File: config.mk
export PLATFORM = sky130hd
export DESIGN_NAME = shift_seq_ctrl
export DESIGN_NICKNAME = d
export VERILOG_FILES = /design/src/rtl/shift_seq_ctrl.sv
export SDC_FILE = /design/constraint.sdc
export NUM_CORES = 1
export LEC_CHECK = 0
export ABC_CLOCK_PERIOD_IN_PS = 2350
export BUFFER_PORTS_ARGS = -buffer_cell sky130_fd_sc_hd__buf_2
export CORE_MARGIN = 4
export CORE_UTILIZATION = 38
export DETAILED_ROUTE_END_ITERATION = 6
export GPL_ROUTABILITY_DRIVEN = 0
export PLACE_DENSITY_LB_ADDON = 0.2
export SLEW_MARGIN = 20
export SYNTH_ARGS = -nofsm -noshare
export SYNTH_HDL_FRONTEND = slang
export SYNTH_SLANG_ARGS = --single-unit
File: constraint.sdc
create_clock -name clk -period 2.35 [get_ports clk]
set_clock_uncertainty 0.1 [all_clocks]
set_input_delay 0.47 -clock clk [delete_from_list [all_inputs] [get_ports clk]]
set_output_delay 0.47 -clock clk [all_outputs]
set_load 0.02 [all_outputs]
File: src/rtl/shift_seq_ctrl.sv
// Full-duplex serializer/deserializer sequencer: MSB-first transmit on sdo while
// sdi is shifted into a receive register, followed by a programmable idle gap.
module shift_seq_ctrl #(
   parameter int unsigned WIDTH = 4,
   parameter int unsigned GAP   = 1
) (
   input  logic             clk,
   input  logic             rst,
   input  logic             start_valid,
   output logic             start_ready,
   input  logic [WIDTH-1:0] tx_data,
   input  logic             abort,
   input  logic             sdi,
   output logic             sdo,
   output logic             shift_en,
   output logic             busy,
   output logic [WIDTH-1:0] rx_data,
   output logic             rx_valid
);

   localparam int unsigned CNT_W = $clog2(WIDTH);
   localparam int unsigned GAP_W = (GAP > 0) ? $clog2(GAP + 1) : 1;
   localparam logic [CNT_W-1:0] LAST   = CNT_W'(WIDTH - 1);
   localparam logic [GAP_W-1:0] GAP_LD = GAP_W'(GAP);

   typedef enum logic [1:0] {
      S_IDLE,
      S_SHIFT,
      S_GAP
   } state_t;

   state_t           state;
   state_t           state_next;
   logic [WIDTH-1:0] tx_sr;
   logic [WIDTH-1:0] rx_sr;
   logic [CNT_W-1:0] cnt;
   logic [GAP_W-1:0] gcnt;

   always_ff @(posedge clk or negedge rst) begin
      if (!rst) begin
         state <= S_IDLE;
      end else begin
         state <= state_next;
      end
   end

   always_comb begin
      state_next  = state;
      start_ready = 1'b0;
      shift_en    = 1'b0;
      busy        = 1'b0;
      sdo         = 1'b0;
      case (state)
         S_IDLE: begin
            start_ready = 1'b1;
            if (start_valid) state_next = S_SHIFT;
         end
         S_SHIFT: begin
            shift_en = 1'b1;
            busy     = 1'b1;
            sdo      = tx_sr[WIDTH-1];
            // abort takes priority over completion of the final bit
            if (abort)             state_next = S_IDLE;
            else if (cnt == LAST)  state_next = (GAP == 0) ? S_IDLE : S_GAP;
         end
         S_GAP: begin
            busy = 1'b1;
            if (abort || gcnt == GAP_W'(1)) state_next = S_IDLE;
         end
         default: state_next = S_IDLE;
      endcase
   end

   always_ff @(posedge clk or negedge rst) begin
      if (!rst) begin
         tx_sr    <= '0;
         rx_sr    <= '0;
         cnt      <= '0;
         gcnt     <= '0;
         rx_data  <= '0;
         rx_valid <= 1'b0;
      end else begin
         rx_valid <= 1'b0;
         case (state)
            S_IDLE: begin
               if (start_valid) begin
                  tx_sr <= tx_data;
                  rx_sr <= '0;
                  cnt   <= '0;
               end
            end
            S_SHIFT: begin
               if (abort) begin
                  tx_sr <= '0;
                  cnt   <= '0;
               end else begin
                  tx_sr <= {tx_sr[WIDTH-2:0], 1'b0};
                  rx_sr <= {rx_sr[WIDTH-2:0], sdi};
                  cnt   <= cnt + CNT_W'(1);
                  if (cnt == LAST) begin
                     rx_data  <= {rx_sr[WIDTH-2:0], sdi};
                     rx_valid <= 1'b1;
                     gcnt     <= GAP_LD;
                     cnt      <= '0;
                  end
               end
            end
            S_GAP: begin
               if (abort) gcnt <= '0;
               else       gcnt <= gcnt - GAP_W'(1);
            end
            default: ;
         endcase
      end
   end

endmodule

==> flow_summary.toml <==
[final_layout]
area_growth_pct = 14.2
final_layout_size_suffix_gt1_share_pct = 35.4
n_antenna_cell = 0
nets = 113
post-route-util_pct = 46.6
design_area_mm2 = 0.00106

[cts]
clock_path_buffers = 2
cts_inserted_buffers = 3
clk_pin_slew_worst_paths_ps = 110
root_buffer = "clkbuf_4"
numClockSinks = 17
clk_latency_ps = 300
cts_max_level = 1
cts_tree = "yes"
post-cts-setup-buffers = 0
cts_resized = 0
postCtsHoldBufs = 1

[logic_synthesis]
ys_seq_area_share_pct = 45.8
syn-cell-area_um2 = 928
synth_nets = 92
synth_top_area_share_pct = 45.8
synth.largest_area_cell = "dfrtp_1"
ys_ff_latch = 17
syn_inst = 79
yosysUniqueCellTypes = 31
syn_avg_cell_area_um2 = 11.8
yosys_warnings = 0
netlist_top_cells_area = "dfrtp_1 (46%), mux2_4 (8.1%), ha_1 (5.4%)"

[grt]
antenna_found_initial = 0
grt_max_degree = 18
grt_pass1_vias = 641
grt_pass1_wl_um = 2930
grt_overflow = 0
track_usage_pct = 11.4

[route]
routed_wl_um = 1680
avgViaCountPerCell = 4.98
drt-pass1-iter-count = 4
drc = 0
wl_per_cell_um = 13.2
ant_nets = 0
vias = 632
dr.first_iter.drc_count = 8

[worst_setup_path]
endpoint_kind = "output pin"
crit_type = "reg2out"
worst_setup_path_start_kind = "flop"
cp.required_ps = 1780
reg2reg_depth = 5
r2r-start = "state[1]"
path_max_fanout = 13
critPathLaunch = "state[1]"
r2r_slack_ps = 510
arrival_ps = 1570

[power_and_ir_drop]
swShare_pct = 39.3
pwr-share-comb_pct = 46.4
seq_power_share_pct = 39.9
ir_worst_vdd_mv = 0.533
p_clk_share_pct = 13.7
powerDensity_mw_per_mm2 = 1100
p_int_mw = 0.707
p_sw_mw = 0.458
p_leak_nw = 0.544

[floorplan]
initial_core_util_pct = 40.8
die_y_um = 57.4
ios = 18
rows = 17
die_w_um = 57.4
core_mm2 = 0.00228
die_area_mm2 = 0.00330

[placed_design]
dp_slack_ps = 495
io_buffers = 17
hpwl_um = 1250
placed_cell_area_mm2 = 0.00102

[timing]
finalSetupViolCount = 0
hold_slack_ps = 314
period_minus_slack_ps = 2140
slew_violations = 0
fin_setup_tns_ps = 0
max-slew-margin-rel_pct = 69.1
rsz0062_at_grt = "no"
finalCritPeriodShare_pct = 91.2
finalHoldViolCount = 0
setup_slack_ps = 207
worstMarginPinSlew_ps = 464
max_freq_mhz = 467

[outcome]
status = "complete, no violations"

[hold_path]
hold_class = "in2reg"
hold_depth = 2
hold_path_startpoint = "sdi"

[flow_run]
drv_cap = 0
## final cells by class
| cell class | instances | area, µm² |
|---|---|---|
| clock buffer | 3 | 22.5 |
| multi-input combinational | 54 | 450 |
| sequential | 17 | 425 |
| timing repair buffer | 19 | 103 |
| tap | 28 | 35.0 |
| inverter | 5 | 18.8 |
| clock inverter | 1 | 5.00 |
| fill | 219 | 1220 |
## power by group through the flow
| stage | registers [mW] | clock network (mW) | logic (mW) |
|---|---|---|---|
| 2_1_floorplan | 0.478 | 0 | 0.431 |
| 3_3_place_gp | 0.467 | 0 | 0.541 |
| 3_5_place_dp | 0.470 | 0 | 0.548 |
| 4_1_cts | 0.465 | 0.168 | 0.552 |
| 5_1_grt | 0.485 | 0.181 | 0.600 |
| 6_report | 0.465 | 0.160 | 0.540 |
## final timing paths
kind | endpoint
hold / removal | rx_data[0]
max in group asynchronous | tx_sr[3]
setup / recovery | sdo
setup reg to reg | rx_data[0]
min in group asynchronous | gcnt
hold reg to reg | tx_sr[1]
## cells in the final DEF (no fill, tap or decap), drive strengths merged
master,Yosys,final
a221o,1,1
dlygate4sd3,0,1
a211o,1,1
nand2b,7,7
nor3b,2,2
nand3,1,1
clkbuf,0,3
and2b,1,1
ha,4,4
nand2,7,7
or2,1,1
xor2,1,1
o221a,1,1
nand4b,1,1
o21ai,5,5
dfrtp,17,17
clkinv,0,1
and2,1,1
nor3,1,1
o211a,1,1
o32a,1,1
a221oi,1,1
a22o,4,4
buf,3,18
inv,5,5
mux2i,1,1
nor2b,2,2
mux2,5,5
a21oi,3,3
a2bb2oi,1,1
## sequential cells by signal, indices dropped and copies added, names as in the netlist
register,count
rx_data,4
tx_sr,4
rx_sr,3
cnt,2
state,2
gcnt,1
rx_valid,1
## cell families after synthesis
logic type	count (synthesis)	share of synthesized area, %
AOI/OAI and AO/OA	19	15.4
xor gates and xnor gates	1	0.944
adders and majority gates	4	5.39
buffers and inverters	8	5.66
DFF	17	45.8
muxes	6	9.16
and+or+nand+nor	24	17.7
## critical path: stages, from the launching register on
cell     delay, ps
dfrtp_1        400
inv_1           80
ha_1           440
and2_1         200
buf_2          160
## cell usage after synthesis (all sizes together)
| cell type | number |
|---|---|
| mux2 | 5 |
| a21oi | 3 |
| a221oi | 1 |
| a221o | 1 |
| o211a | 1 |
| mux2i | 1 |
| inv | 5 |
| o221a | 1 |
| nand2b | 7 |
| buf | 3 |
| or2 | 1 |
| dfrtp | 17 |
| nor3b | 2 |
| nor2b | 2 |
| nand2 | 7 |
| and2 | 1 |
| nand3 | 1 |
| and2b | 1 |
| ha | 4 |
| a22o | 4 |
| a211o | 1 |
| o21ai | 5 |
| o32a | 1 |
| nand4b | 1 |
| xor2 | 1 |
| nor3 | 1 |
| a2bb2oi | 1 |
## metal layers
metal,up-vias,global-route usage (%),wire length [µm],part of all wire [%]
li1,319,-,-,-
met1,295,14.7,803,48
met2,14,17.6,773,46
met3,4,3.62,79,4.7
met4,0,4.97,20,1.2
met5,-,0,0,0
## stage by stage
stage	cells	power [mW]
after floorplan	79	0.908
after global placement	122	1.01
after detailed placement	122	1.02
after CTS	127	1.19
after global routing	127	1.27
final	127	1.17
Note: power is estimated with default switching activity, not from simulation.
